### src/rtl/mem_arb_pkg.sv
// Shared types for the two-port program/data memory arbiter.
package mem_arb_pkg;

    localparam int NUM_PORTS = 2;

    typedef enum logic [1:0] {
        IDLE  = 2'd0,
        ISSUE = 2'd1,
        RESP  = 2'd2
    } state_t;

    typedef logic port_id_t;

    localparam port_id_t PORT0 = 1'b0;
    localparam port_id_t PORT1 = 1'b1;

    // One-hot grant to port id; an empty grant maps to port 0.
    function automatic port_id_t grant_to_id(input logic [NUM_PORTS-1:0] grant);
        return grant[1] ? PORT1 : PORT0;
    endfunction

endpackage

### src/rtl/mem_arbiter_if.sv
// Requester and memory side signals of mem_arbiter, bundled with master/slave views.
interface mem_arbiter_if #(
    parameter int AW = 32,
    parameter int DW = 32
);

    logic [AW-1:0]   p0_addr;
    logic [DW-1:0]   p0_wdata;
    logic [DW/8-1:0] p0_wstrb;
    logic            p0_rstrb;
    logic            p0_gnt;
    logic            p0_done;

    logic [AW-1:0]   p1_addr;
    logic [DW-1:0]   p1_wdata;
    logic [DW/8-1:0] p1_wstrb;
    logic            p1_rstrb;
    logic            p1_gnt;
    logic            p1_done;

    logic [DW-1:0]   rdata;
    logic            busy;

    logic [AW-1:0]   mem_addr;
    logic [DW-1:0]   mem_wdata;
    logic [DW/8-1:0] mem_wstrb;
    logic            mem_rstrb;
    logic [DW-1:0]   mem_rdata;

    // Arbiter side: takes requests and memory read data, drives everything else.
    modport slave (
        input  p0_addr, p0_wdata, p0_wstrb, p0_rstrb,
        input  p1_addr, p1_wdata, p1_wstrb, p1_rstrb,
        input  mem_rdata,
        output p0_gnt, p0_done, p1_gnt, p1_done,
        output rdata, busy,
        output mem_addr, mem_wdata, mem_wstrb, mem_rstrb
    );

    modport master (
        output p0_addr, p0_wdata, p0_wstrb, p0_rstrb,
        output p1_addr, p1_wdata, p1_wstrb, p1_rstrb,
        output mem_rdata,
        input  p0_gnt, p0_done, p1_gnt, p1_done,
        input  rdata, busy,
        input  mem_addr, mem_wdata, mem_wstrb, mem_rstrb
    );

endinterface

### src/rtl/mem_arbiter_rr_pick2.sv
// Two-way grant picker: round-robin on ties, or fixed port-0 priority when
// MEM_ARB_FIXED_PRIO_EN is defined.
module rr_pick2
    import mem_arb_pkg::*;
(
    input  logic [NUM_PORTS-1:0] pending,
    input  port_id_t             last,
    output logic [NUM_PORTS-1:0] grant
);

`ifdef MEM_ARB_FIXED_PRIO_EN
    logic unused_last;
    assign unused_last = last;

    always_comb begin
        grant = '0;
        if (pending[0]) begin
            grant = 2'b01;
        end else if (pending[1]) begin
            grant = 2'b10;
        end
    end
`else
    // On a tie the port that did not win last time goes next.
    always_comb begin
        grant = '0;
        case (pending)
            2'b01:   grant = 2'b01;
            2'b10:   grant = 2'b10;
            2'b11:   grant = (last == PORT0) ? 2'b10 : 2'b01;
            default: grant = '0;
        endcase
    end
`endif

endmodule

### src/rtl/mem_arbiter.sv
// Shares one memory between two masters, one transaction at a time (IDLE -> ISSUE -> RESP).
// Define MEM_ARB_FIXED_PRIO_EN for fixed port-0 priority instead of round-robin.
module mem_arbiter
    import mem_arb_pkg::*;
#(
    parameter int AW = 32,
    parameter int DW = 32
) (
    input logic           clk,
    input logic           rst,
    mem_arbiter_if.slave  bus
);

    localparam int SW = DW / 8;

    state_t          state_q, state_d;
    logic [AW-1:0]   addr_q, addr_d;
    logic [DW-1:0]   wdata_q, wdata_d;
    logic [SW-1:0]   wstrb_q, wstrb_d;
    logic            rd_q, rd_d;
    port_id_t        port_q, port_d;

    logic [NUM_PORTS-1:0] pending;
    logic [NUM_PORTS-1:0] grant;
    port_id_t             last_ptr;

    assign pending = {bus.p1_rstrb | (|bus.p1_wstrb),
                      bus.p0_rstrb | (|bus.p0_wstrb)};

    rr_pick2 u_pick (
        .pending (pending),
        .last    (last_ptr),
        .grant   (grant)
    );

`ifdef MEM_ARB_FIXED_PRIO_EN
    assign last_ptr = PORT1;
`else
    port_id_t last_q, last_d;

    // Reset value PORT1 makes port 0 the winner of the first tie.
    always_comb begin
        last_d = last_q;
        if ((state_q == IDLE) && (|grant)) begin
            last_d = grant_to_id(grant);
        end
    end

    always_ff @(posedge clk or negedge rst) begin
        if (!rst) begin
            last_q <= PORT1;
        end else begin
            last_q <= last_d;
        end
    end

    assign last_ptr = last_q;
`endif

    // A write that also carries a read strobe is treated purely as a write.
    always_comb begin
        state_d = state_q;
        addr_d  = addr_q;
        wdata_d = wdata_q;
        wstrb_d = wstrb_q;
        rd_d    = rd_q;
        port_d  = port_q;
        case (state_q)
            IDLE: begin
                if (|grant) begin
                    state_d = ISSUE;
                    port_d  = grant_to_id(grant);
                    if (grant[1]) begin
                        addr_d  = bus.p1_addr;
                        wdata_d = bus.p1_wdata;
                        wstrb_d = bus.p1_wstrb;
                        rd_d    = bus.p1_rstrb & ~(|bus.p1_wstrb);
                    end else begin
                        addr_d  = bus.p0_addr;
                        wdata_d = bus.p0_wdata;
                        wstrb_d = bus.p0_wstrb;
                        rd_d    = bus.p0_rstrb & ~(|bus.p0_wstrb);
                    end
                end
            end
            ISSUE:   state_d = RESP;
            RESP:    state_d = IDLE;
            default: state_d = IDLE;
        endcase
    end

    always_ff @(posedge clk or negedge rst) begin
        if (!rst) begin
            state_q <= IDLE;
            addr_q  <= '0;
            wdata_q <= '0;
            wstrb_q <= '0;
            rd_q    <= 1'b0;
            port_q  <= PORT0;
        end else begin
            state_q <= state_d;
            addr_q  <= addr_d;
            wdata_q <= wdata_d;
            wstrb_q <= wstrb_d;
            rd_q    <= rd_d;
            port_q  <= port_d;
        end
    end

    // Grant is gated by reset so that every output reads zero while rst is low.
    assign bus.p0_gnt = rst & (state_q == IDLE) & grant[0];
    assign bus.p1_gnt = rst & (state_q == IDLE) & grant[1];

    assign bus.p0_done = (state_q == RESP) & (port_q == PORT0);
    assign bus.p1_done = (state_q == RESP) & (port_q == PORT1);
    assign bus.rdata   = ((state_q == RESP) && rd_q) ? bus.mem_rdata : '0;
    assign bus.busy    = (state_q != IDLE);

    assign bus.mem_addr  = (state_q == ISSUE) ? addr_q  : '0;
    assign bus.mem_wdata = (state_q == ISSUE) ? wdata_q : '0;
    assign bus.mem_wstrb = (state_q == ISSUE) ? wstrb_q : '0;
    assign bus.mem_rstrb = (state_q == ISSUE) & rd_q;

endmodule

### src/flat_wrapper.sv
// flat-port wrapper written by rule: the top's interface ports become plain ports
module mem_arbiter_flat import mem_arb_pkg::*;
#(
    parameter int AW = 32,
    parameter int DW = 32
)
  (clk, rst, bus_p0_addr, bus_p0_wdata, bus_p0_wstrb, bus_p0_rstrb, bus_p1_addr, bus_p1_wdata, bus_p1_wstrb, bus_p1_rstrb, bus_mem_rdata, bus_p0_gnt, bus_p0_done, bus_p1_gnt, bus_p1_done, bus_rdata, bus_busy, bus_mem_addr, bus_mem_wdata, bus_mem_wstrb, bus_mem_rstrb);
  mem_arbiter_if #(.AW(AW), .DW(DW)) bus_i ();
  input logic clk;
  input logic rst;
  input wire logic [$bits(bus_i.p0_addr)-1:0] bus_p0_addr;
  input wire logic [$bits(bus_i.p0_wdata)-1:0] bus_p0_wdata;
  input wire logic [$bits(bus_i.p0_wstrb)-1:0] bus_p0_wstrb;
  input wire logic [$bits(bus_i.p0_rstrb)-1:0] bus_p0_rstrb;
  input wire logic [$bits(bus_i.p1_addr)-1:0] bus_p1_addr;
  input wire logic [$bits(bus_i.p1_wdata)-1:0] bus_p1_wdata;
  input wire logic [$bits(bus_i.p1_wstrb)-1:0] bus_p1_wstrb;
  input wire logic [$bits(bus_i.p1_rstrb)-1:0] bus_p1_rstrb;
  input wire logic [$bits(bus_i.mem_rdata)-1:0] bus_mem_rdata;
  output wire logic [$bits(bus_i.p0_gnt)-1:0] bus_p0_gnt;
  output wire logic [$bits(bus_i.p0_done)-1:0] bus_p0_done;
  output wire logic [$bits(bus_i.p1_gnt)-1:0] bus_p1_gnt;
  output wire logic [$bits(bus_i.p1_done)-1:0] bus_p1_done;
  output wire logic [$bits(bus_i.rdata)-1:0] bus_rdata;
  output wire logic [$bits(bus_i.busy)-1:0] bus_busy;
  output wire logic [$bits(bus_i.mem_addr)-1:0] bus_mem_addr;
  output wire logic [$bits(bus_i.mem_wdata)-1:0] bus_mem_wdata;
  output wire logic [$bits(bus_i.mem_wstrb)-1:0] bus_mem_wstrb;
  output wire logic [$bits(bus_i.mem_rstrb)-1:0] bus_mem_rstrb;
  assign bus_i.p0_addr = bus_p0_addr;
  assign bus_i.p0_wdata = bus_p0_wdata;
  assign bus_i.p0_wstrb = bus_p0_wstrb;
  assign bus_i.p0_rstrb = bus_p0_rstrb;
  assign bus_i.p1_addr = bus_p1_addr;
  assign bus_i.p1_wdata = bus_p1_wdata;
  assign bus_i.p1_wstrb = bus_p1_wstrb;
  assign bus_i.p1_rstrb = bus_p1_rstrb;
  assign bus_i.mem_rdata = bus_mem_rdata;
  assign bus_p0_gnt = bus_i.p0_gnt;
  assign bus_p0_done = bus_i.p0_done;
  assign bus_p1_gnt = bus_i.p1_gnt;
  assign bus_p1_done = bus_i.p1_done;
  assign bus_rdata = bus_i.rdata;
  assign bus_busy = bus_i.busy;
  assign bus_mem_addr = bus_i.mem_addr;
  assign bus_mem_wdata = bus_i.mem_wdata;
  assign bus_mem_wstrb = bus_i.mem_wstrb;
  assign bus_mem_rstrb = bus_i.mem_rstrb;
  mem_arbiter #(.AW(AW), .DW(DW)) u_core (.clk(clk), .rst(rst), .bus(bus_i));
endmodule
### config.mk
export PLATFORM = sky130hd
export DESIGN_NAME = mem_arbiter_flat
export DESIGN_NICKNAME = d
export VERILOG_FILES = /design/src/rtl/mem_arb_pkg.sv /design/src/rtl/mem_arbiter_if.sv /design/src/rtl/mem_arbiter_rr_pick2.sv /design/src/rtl/mem_arbiter.sv /design/src/flat_wrapper.sv
export SDC_FILE = /design/constraint.sdc
export NUM_CORES = 1
export LEC_CHECK = 0
export CORE_ASPECT_RATIO = 1.1
export CORE_MARGIN = 1
export CORE_UTILIZATION = 37
export DETAILED_ROUTE_END_ITERATION = 8
export PLACE_DENSITY = 0.84
export SETUP_SLACK_MARGIN = 0.5
export SYNTH_ARGS = -nofsm -noshare
export SYNTH_HDL_FRONTEND = slang
export SYNTH_SLANG_ARGS = --single-unit
### constraint.sdc
create_clock -name clk -period 2.5 [get_ports clk]
set_input_delay 0.375 -clock clk [delete_from_list [all_inputs] [get_ports clk]]
set_output_delay 0.375 -clock clk [all_outputs]
set_load 0.02 [all_outputs]
==> results of run 1 <==
[layout make-up]
type	count	area, um2	area share (%)
well taps	147	184	2.33
multi-input cells	399	2420	30.7
flip-flops and latches	73	1830	23.2
inverters	3	16.3	0.206
clock buffers	9	225	2.86
repair buffers	327	3090	39.2
clock inverters	7	119	1.51
[through the flow]
stage | TNS (ns) | setup WS, ns
3_3_place_gp | -8.99 | -0.260
4_1_cts | 0 | 0.468
5_1_grt | 0 | 0.357
6_report | 0 | 0.421
3_5_place_dp | -12.63 | -0.296
2_1_floorplan | 0 | 0.283
[flip-flops by register name (all words and copies together), names as in the netlist]
register         flops
u_core.last_ptr      1
u_core.state_q       2
u_core.wdata_q      32
u_core.addr_q       32
u_core.port_q        1
u_core.wstrb_q       4
u_core.rd_q          1
[power by group]
| group | leakage, nW | internal, mW | total (mW) | switching (mW) |
|---|---|---|---|---|
| clock | 0.162 | 0.974 | 1.49 | 0.516 |
| combinational | 2.41 | 2.96 | 6.55 | 3.59 |
| sequential | 0.824 | 1.82 | 2.18 | 0.362 |
| total | 3.40 | 5.75 | 10.2 | 4.47 |
[cells in the mapped netlist (all sizes together)]
cell / number
a21oi: 73
a31oi: 64
and2: 101
and3b: 2
buf: 18
clkbuf: 36
dfrtp: 72
dfstp: 1
inv: 3
nand2: 5
nand2b: 1
nor2: 73
nor2b: 1
nor3: 2
nor3b: 1
o21a: 1
o21ai: 71
o32a: 1
o41ai: 1
or4: 2
[metal layers]
| metal | vias to the layer above | wire length [um] | part of all wire (%) | track usage, % |
|---|---|---|---|---|
| li1 | 2409 | - | - | - |
| met1 | 2567 | 7350 | 37 | 33.3 |
| met2 | 349 | 10100 | 51 | 55.1 |
| met3 | 57 | 1760 | 8.9 | 8.59 |
| met4 | 0 | 629 | 3.2 | 12.7 |
| met5 | - | 0 | 0 | 0 |
[cells by family (layout without fill, tap and decap cells)]
group                  Yosys count  in the layout  share of synthesized area (%)
and+or+nand+nor                188            188                           23.2
AOI/OAI and AO/OA              211            211                           27.4
DFF                             73             73                           42.9
buffers and inverters           57            346                           6.60
[how the worst min path moves through the flow]
stage                       startpoint                  to  slack, ns  cells after the start
detailed placement  u_core.wdata_q[29]  u_core.wdata_q[29]       0.51                      2
global placement    u_core.wdata_q[30]  u_core.wdata_q[30]       0.50                      2
floorplan                          rst    u_core.addr_q[0]       0.08                      0
finish                             rst    u_core.addr_q[9]       0.28                      2
CTS                    bus_p0_wstrb[1]   u_core.wstrb_q[1]       0.29                      3
global route           bus_p1_wstrb[1]   u_core.wstrb_q[1]       0.33                      3
[timing repair]
item | 4_1_cts | 5_1_grt
pin swaps | 39 | 24
buffers inserted | 12 | 3
gates resized for setup | 367 | 136
endpoints found under the setup margin | 176 | 168
gates cloned | 5 | 7
hold buffers | 0 | 0
[worst reg2reg max path, stage by stage (launching register included)]
cell and delay, ns:
dfrtp_1 0.43, nor2_1 0.20, buf_4 0.17, o41ai_4 0.07, buf_4 0.15, buf_8 0.13, buf_12 0.12, buf_12 0.12
buf_16 0.13, a31oi_1 0.17, a21oi_1 0.08
==> flow_metrics.py, run 1 <==
metrics = {
    "timing": {
        "hold_slack_ns": 0.281,
        "skew_ns": 0.00534,
        "fmax_ghz": 0.481,
        "hold_viol_final": 0,
        "period_needed_ns": 2.08,
        "worst_slew_pin_slew_ns": 0.940,
        "relSlewSlack_pct": 37.3,
        "setup_viol": 0,
        "rsz0062_at_grt": "yes",
        "drv_slew": 0,
        "finalCritPeriodShare_pct": 83.1,
    },
    "placed_design": {
        "gp_congestion": 0.930,
        "dp_cells": 922,
        "port_buffers": 277,
        "hpwl_mm": 12.0,
        "place_area_um2": 7250,
    },
    "floorplan": {
        "initial_core_util_pct": 38.5,
        "coreArea_um2": 11100,
        "pin_count": 278,
        "die_y_um": 115,
        "die_area_um2": 12000,
        "row_count": 40,
        "fp.dieW_um": 104,
    },
    "clocking": {
        "cts_tree": "yes",
        "root_buffer": "clkbuf_16",
        "cts.sinks": 73,
        "clock_latency_ns": 0.33,
        "cts.clk_slew.worst_paths_ns": 0.06,
        "cts_buffers": 9,
        "htreeDepth": 3,
        "clockBufferDepth": 2,
    },
    "global_routing": {
        "grt_pass1_vias": 5388,
        "antenna_found_initial": 0,
        "grt_pass1_wl_mm": 28.2,
        "grt.total_usage_pct": 30.4,
        "grt_max_degree": 74,
        "overflow": 0,
    },
    "setup_path": {
        "cp_num_buf_inv": 7,
        "crit_type": "in -> reg",
        "cp_max_fo": 8,
        "endpoint_kind": "flop",
        "endpoint": "u_core.addr_q[8]",
        "crit_cells": 11,
        "cpLargestDelayFamily": "buffers and inverters",
        "path_cells": "buf_6, or4_4, buf_6, o41ai_4, buf_4, buf_8, buf_12, buf_12, buf_16, a31oi_1, a21oi_1",
        "reg2regPathDepth": 10,
        "arrival_ns": 2.33,
        "crit_start": "bus_p1_wstrb[0]",
        "critPathMaxStageDelay_ns": 0.57,
        "worstReg2RegStart": "u_core.state_q[1]",
        "required_ns": 2.75,
        "startpoint_type": "input pin",
        "reg2reg_slack_ns": 0.64,
        "timing.rr.end": "u_core.addr_q[14]",
        "slowest_stage": "or4_4",
    },
    "power_and_ir_drop": {
        "power.total_mw": 10.2,
        "p_leak_nw": 3.40,
        "ir_drop_mv": 0.719,
        "p_per_area_nw_per_um2": 1300,
    },
    "layout": {
        "area.growth.synth_to_final_pct": 85.0,
        "final_common_cell": "clkdlybuf4s50_1",
        "diodes": 0,
        "finalNetCount": 985,
        "finalNonFillerCells": 965,
        "nFillCells": 876,
        "layout_common_cells": "clkdlybuf4s50_1 (163), and2_1 (101), buf_2 (81), dfrtp_1 (72), o21ai_0 (66)",
        "fin_area_um2": 7890,
        "post_route_cells_drive_above_1_share_pct": 27.3,
        "final_util_pct": 71.3,
    },
    "yosys": {
        "ys_warn_count": 0,
        "yosys_register_bits": 73,
        "yosysTopAreaCellShare_pct": 42.3,
        "postSynthCellCount": 529,
        "netlist_area_um2": 4260,
        "avgSynthCellArea_um2": 8.06,
        "ys_types": 24,
        "synth_top_cells_by_area": "dfrtp_1 (42%), and2_1 (15%), a31oi_1 (9.4%)",
        "synth_nets": 701,
        "seq_area_frac_synth_pct": 42.9,
        "yosysTopAreaCell": "dfrtp_1",
    },
    "flow_run": {
        "max-cap-violations": 0,
    },
    "detailed_routing": {
        "initialDrtViolationCount": 385,
        "wire_per_inst_um": 20.5,
        "wl_mm": 19.8,
        "routed-via-count": 5382,
        "via_per_inst": 5.58,
        "drc_errors": 0,
        "ant_nets": 0,
        "firstDrtPassIters": 5,
    },
    "run_status": {
        "outcome": "complete, no violations",
    },
    "worst_hold_path": {
        "holdCritPathClass": "in -> async",
    },
}
(Power assumes the default switching activity.)
==> run 2: changes to the inputs <==
--- a/config.mk
+++ b/config.mk
@@ -7,9 +7,9 @@
 export LEC_CHECK = 0
 export CORE_ASPECT_RATIO = 1.1
 export CORE_MARGIN = 1
-export CORE_UTILIZATION = 37
+export CORE_UTILIZATION = 33
 export DETAILED_ROUTE_END_ITERATION = 8
-export PLACE_DENSITY = 0.84
+export PLACE_DENSITY = 0.79
 export SETUP_SLACK_MARGIN = 0.5
 export SYNTH_ARGS = -nofsm -noshare
 export SYNTH_HDL_FRONTEND = slang
==> constraint.sdc (replaced) <==
create_clock -name clk -period 1.9 [get_ports clk]
set_input_delay 0.285 -clock clk [delete_from_list [all_inputs] [get_ports clk]]
set_output_delay 0.285 -clock clk [all_outputs]
set_load 0.02 [all_outputs]
==> flow_metrics.py, run 2 (synthesized netlist as in run 1, its figures left out) <==
metrics = {
    "global_routing": {
        "overflow": 0,
        "grt_pass1_vias": 5267,
        "grt.total_usage_pct": 25.5,
        "antenna_found_initial": 0,
        "grt_max_degree": 74,
        "grt_pass1_wl_mm": 25.9,
    },
    "clocking": {
        "htreeDepth": 3,
        "clock_latency_ns": 0.33,
        "cts_buffers": 9,
        "hold_buffers": 0,
        "clockBufferDepth": 2,
        "cts_tree": "yes",
        "root_buffer": "clkbuf_16",
        "cts.sinks": 73,
        "cts.clk_slew.worst_paths_ns": 0.06,
    },
    "power_and_ir_drop": {
        "pwr-share-seq_pct": 20.7,
        "intPower_mw": 8.36,
        "p_leak_nw": 3.47,
        "switching_share_pct": 44.4,
        "comb_power_share_pct": 68.3,
        "p_per_area_nw_per_um2": 1710,
        "ir_drop_mv": 0.954,
        "pwr-share-clk_pct": 11.1,
        "p_sw_mw": 6.68,
    },
    "setup_path": {
        "cp_max_fo": 7,
        "worstReg2RegStart": "u_core.state_q[1]",
        "reg2regPathDepth": 9,
        "crit_type": "in -> reg",
        "endpoint_kind": "flop",
        "required_ns": 2.13,
        "startpoint_type": "input pin",
        "timing.rr.end": "u_core.wdata_q[12]",
        "reg2reg_slack_ns": 0.04,
        "arrival_ns": 2.16,
    },
    "timing": {
        "finalCritPeriodShare_pct": 101,
        "worst_slew_pin_slew_ns": 0.935,
        "tns_ns": -0.0232,
        "rsz0062_at_grt": "yes",
        "relSlewSlack_pct": 37.7,
        "hold_viol_final": 0,
        "period_needed_ns": 1.92,
        "drv_slew": 0,
        "setup_ws_ns": -0.0232,
        "skew_ns": 0.0121,
        "setup_viol": 1,
        "fmax_ghz": 0.520,
    },
    "placed_design": {
        "dp_cells": 929,
        "port_buffers": 277,
        "hpwl_mm": 11.3,
        "gp_congestion": 0.823,
    },
    "floorplan": {
        "die_area_um2": 13400,
        "fp.dieW_um": 110,
        "initial_core_util_pct": 33.9,
        "die_y_um": 121,
        "row_count": 43,
        "pin_count": 278,
        "coreArea_um2": 12600,
    },
    "detailed_routing": {
        "routed-via-count": 5375,
        "ant_nets": 0,
        "drc_errors": 0,
        "wire_per_inst_um": 20.2,
        "wl_mm": 19.7,
        "initialDrtViolationCount": 324,
        "firstDrtPassIters": 5,
        "via_per_inst": 5.51,
    },
    "layout": {
        "finalNetCount": 985,
        "multi_input_area_um2": 2920,
        "final_common_cell": "clkdlybuf4s50_1",
        "finalNonFillerCells": 975,
        "layout_common_cells": "clkdlybuf4s50_1 (161), and2_1 (94), dfrtp_1 (71), o21ai_0 (64), buf_4 (59)",
        "final_util_pct": 69.7,
        "area.growth.synth_to_final_pct": 106,
        "nFillCells": 924,
        "ff_latch_area_um2": 1830,
        "diodes": 0,
        "reg_top3": "u_core.addr_q: 32 flops, u_core.wdata_q: 32 flops, u_core.wstrb_q: 4 flops",
        "post_route_cells_drive_above_1_share_pct": 37.7,
    },
    "worst_hold_path": {
        "holdCritPathClass": "in -> async",
    },
    "run_status": {
        "failed_checks": "setup timing",
        "outcome": "finished, violations left",
    },
    "flow_run": {
        "max-cap-violations": 0,
    },
}
-- run 2: layout make-up --
cell class | instances | area share (%)
clock buffer | 13 | 3.08
sequential | 73 | 20.8
clock inverter | 3 | 0.271
timing repair buffer | 326 | 39.7
inverter | 3 | 0.428
multi-input combinational | 399 | 33.3
tap | 157 | 2.24
timing repair inverter | 1 | 0.185
-- run 2: layer usage --
| layer | global-route usage [%] | vias up | part of all wire (%) |
|---|---|---|---|
| met2 | 44.9 | 328 | 51 |
| met5 | 0 | - | 0 |
| met3 | 4.56 | 69 | 8.6 |
| met4 | 12.3 | 0 | 4.5 |
| met1 | 29.4 | 2562 | 36 |
| li1 | - | 2416 | - |
-- run 2: metrics by stage --
stage                     cell area [um2]  power (mW)  setup WS [ns]  hold slack (ns)
after floorplan                      4350        7.06         -0.224          -0.0106
after global placement               7290        9.95         -0.729            0.490
after detailed placement             7290        10.1         -0.751            0.500
after CTS                            8050        12.7        -0.0303            0.203
after global routing                 8780        15.8        -0.0634            0.217
final                                8780        15.0        -0.0232            0.213
-- run 2: worst max path at each step --
stage | startpoint | end | slack [ns] | depth (start not counted)
2_1_floorplan | bus_p1_wstrb[0] | u_core.rd_q | -0.22 | 6
3_3_place_gp | bus_p0_wstrb[0] | bus_p1_gnt | -0.73 | 6
3_5_place_dp | bus_p0_wstrb[0] | u_core.wdata_q[18] | -0.75 | 6
4_1_cts | bus_p0_wstrb[1] | u_core.rd_q | -0.03 | 9
5_1_grt | u_core.state_q[0] | bus_mem_wstrb[0] | -0.06 | 4
6_report | bus_p0_wstrb[1] | u_core.wdata_q[12] | -0.02 | 10
-- run 2: repair_timing --
| action | in CTS | in global routing |
|---|---|---|
| gates cloned | 6 | 11 |
| resized for setup | 440 | 299 |
| pin swaps | 34 | 29 |
| buffers inserted | 9 | 4 |
| endpoints found under the setup margin | 178 | 178 |
-- run 2: critical path, stage by stage --
cell,delay [ns]
buf_6,0.09
or4_4,0.57
buf_6,0.15
o41ai_4,0.26
buf_6,0.16
buf_6,0.09
buf_6,0.11
buf_12,0.15
a31oi_1,0.06
a21oi_1,0.22
-- run 2: power by group through the flow --
stage / sequential, mW / combinational, mW / clock (mW)
2_1_floorplan: 2.68 / 4.38 / 0
3_3_place_gp: 2.77 / 7.18 / 0
3_5_place_dp: 2.81 / 7.33 / 0
4_1_cts: 2.84 / 8.22 / 1.68
5_1_grt: 3.18 / 10.8 / 1.75
6_report: 3.11 / 10.3 / 1.66
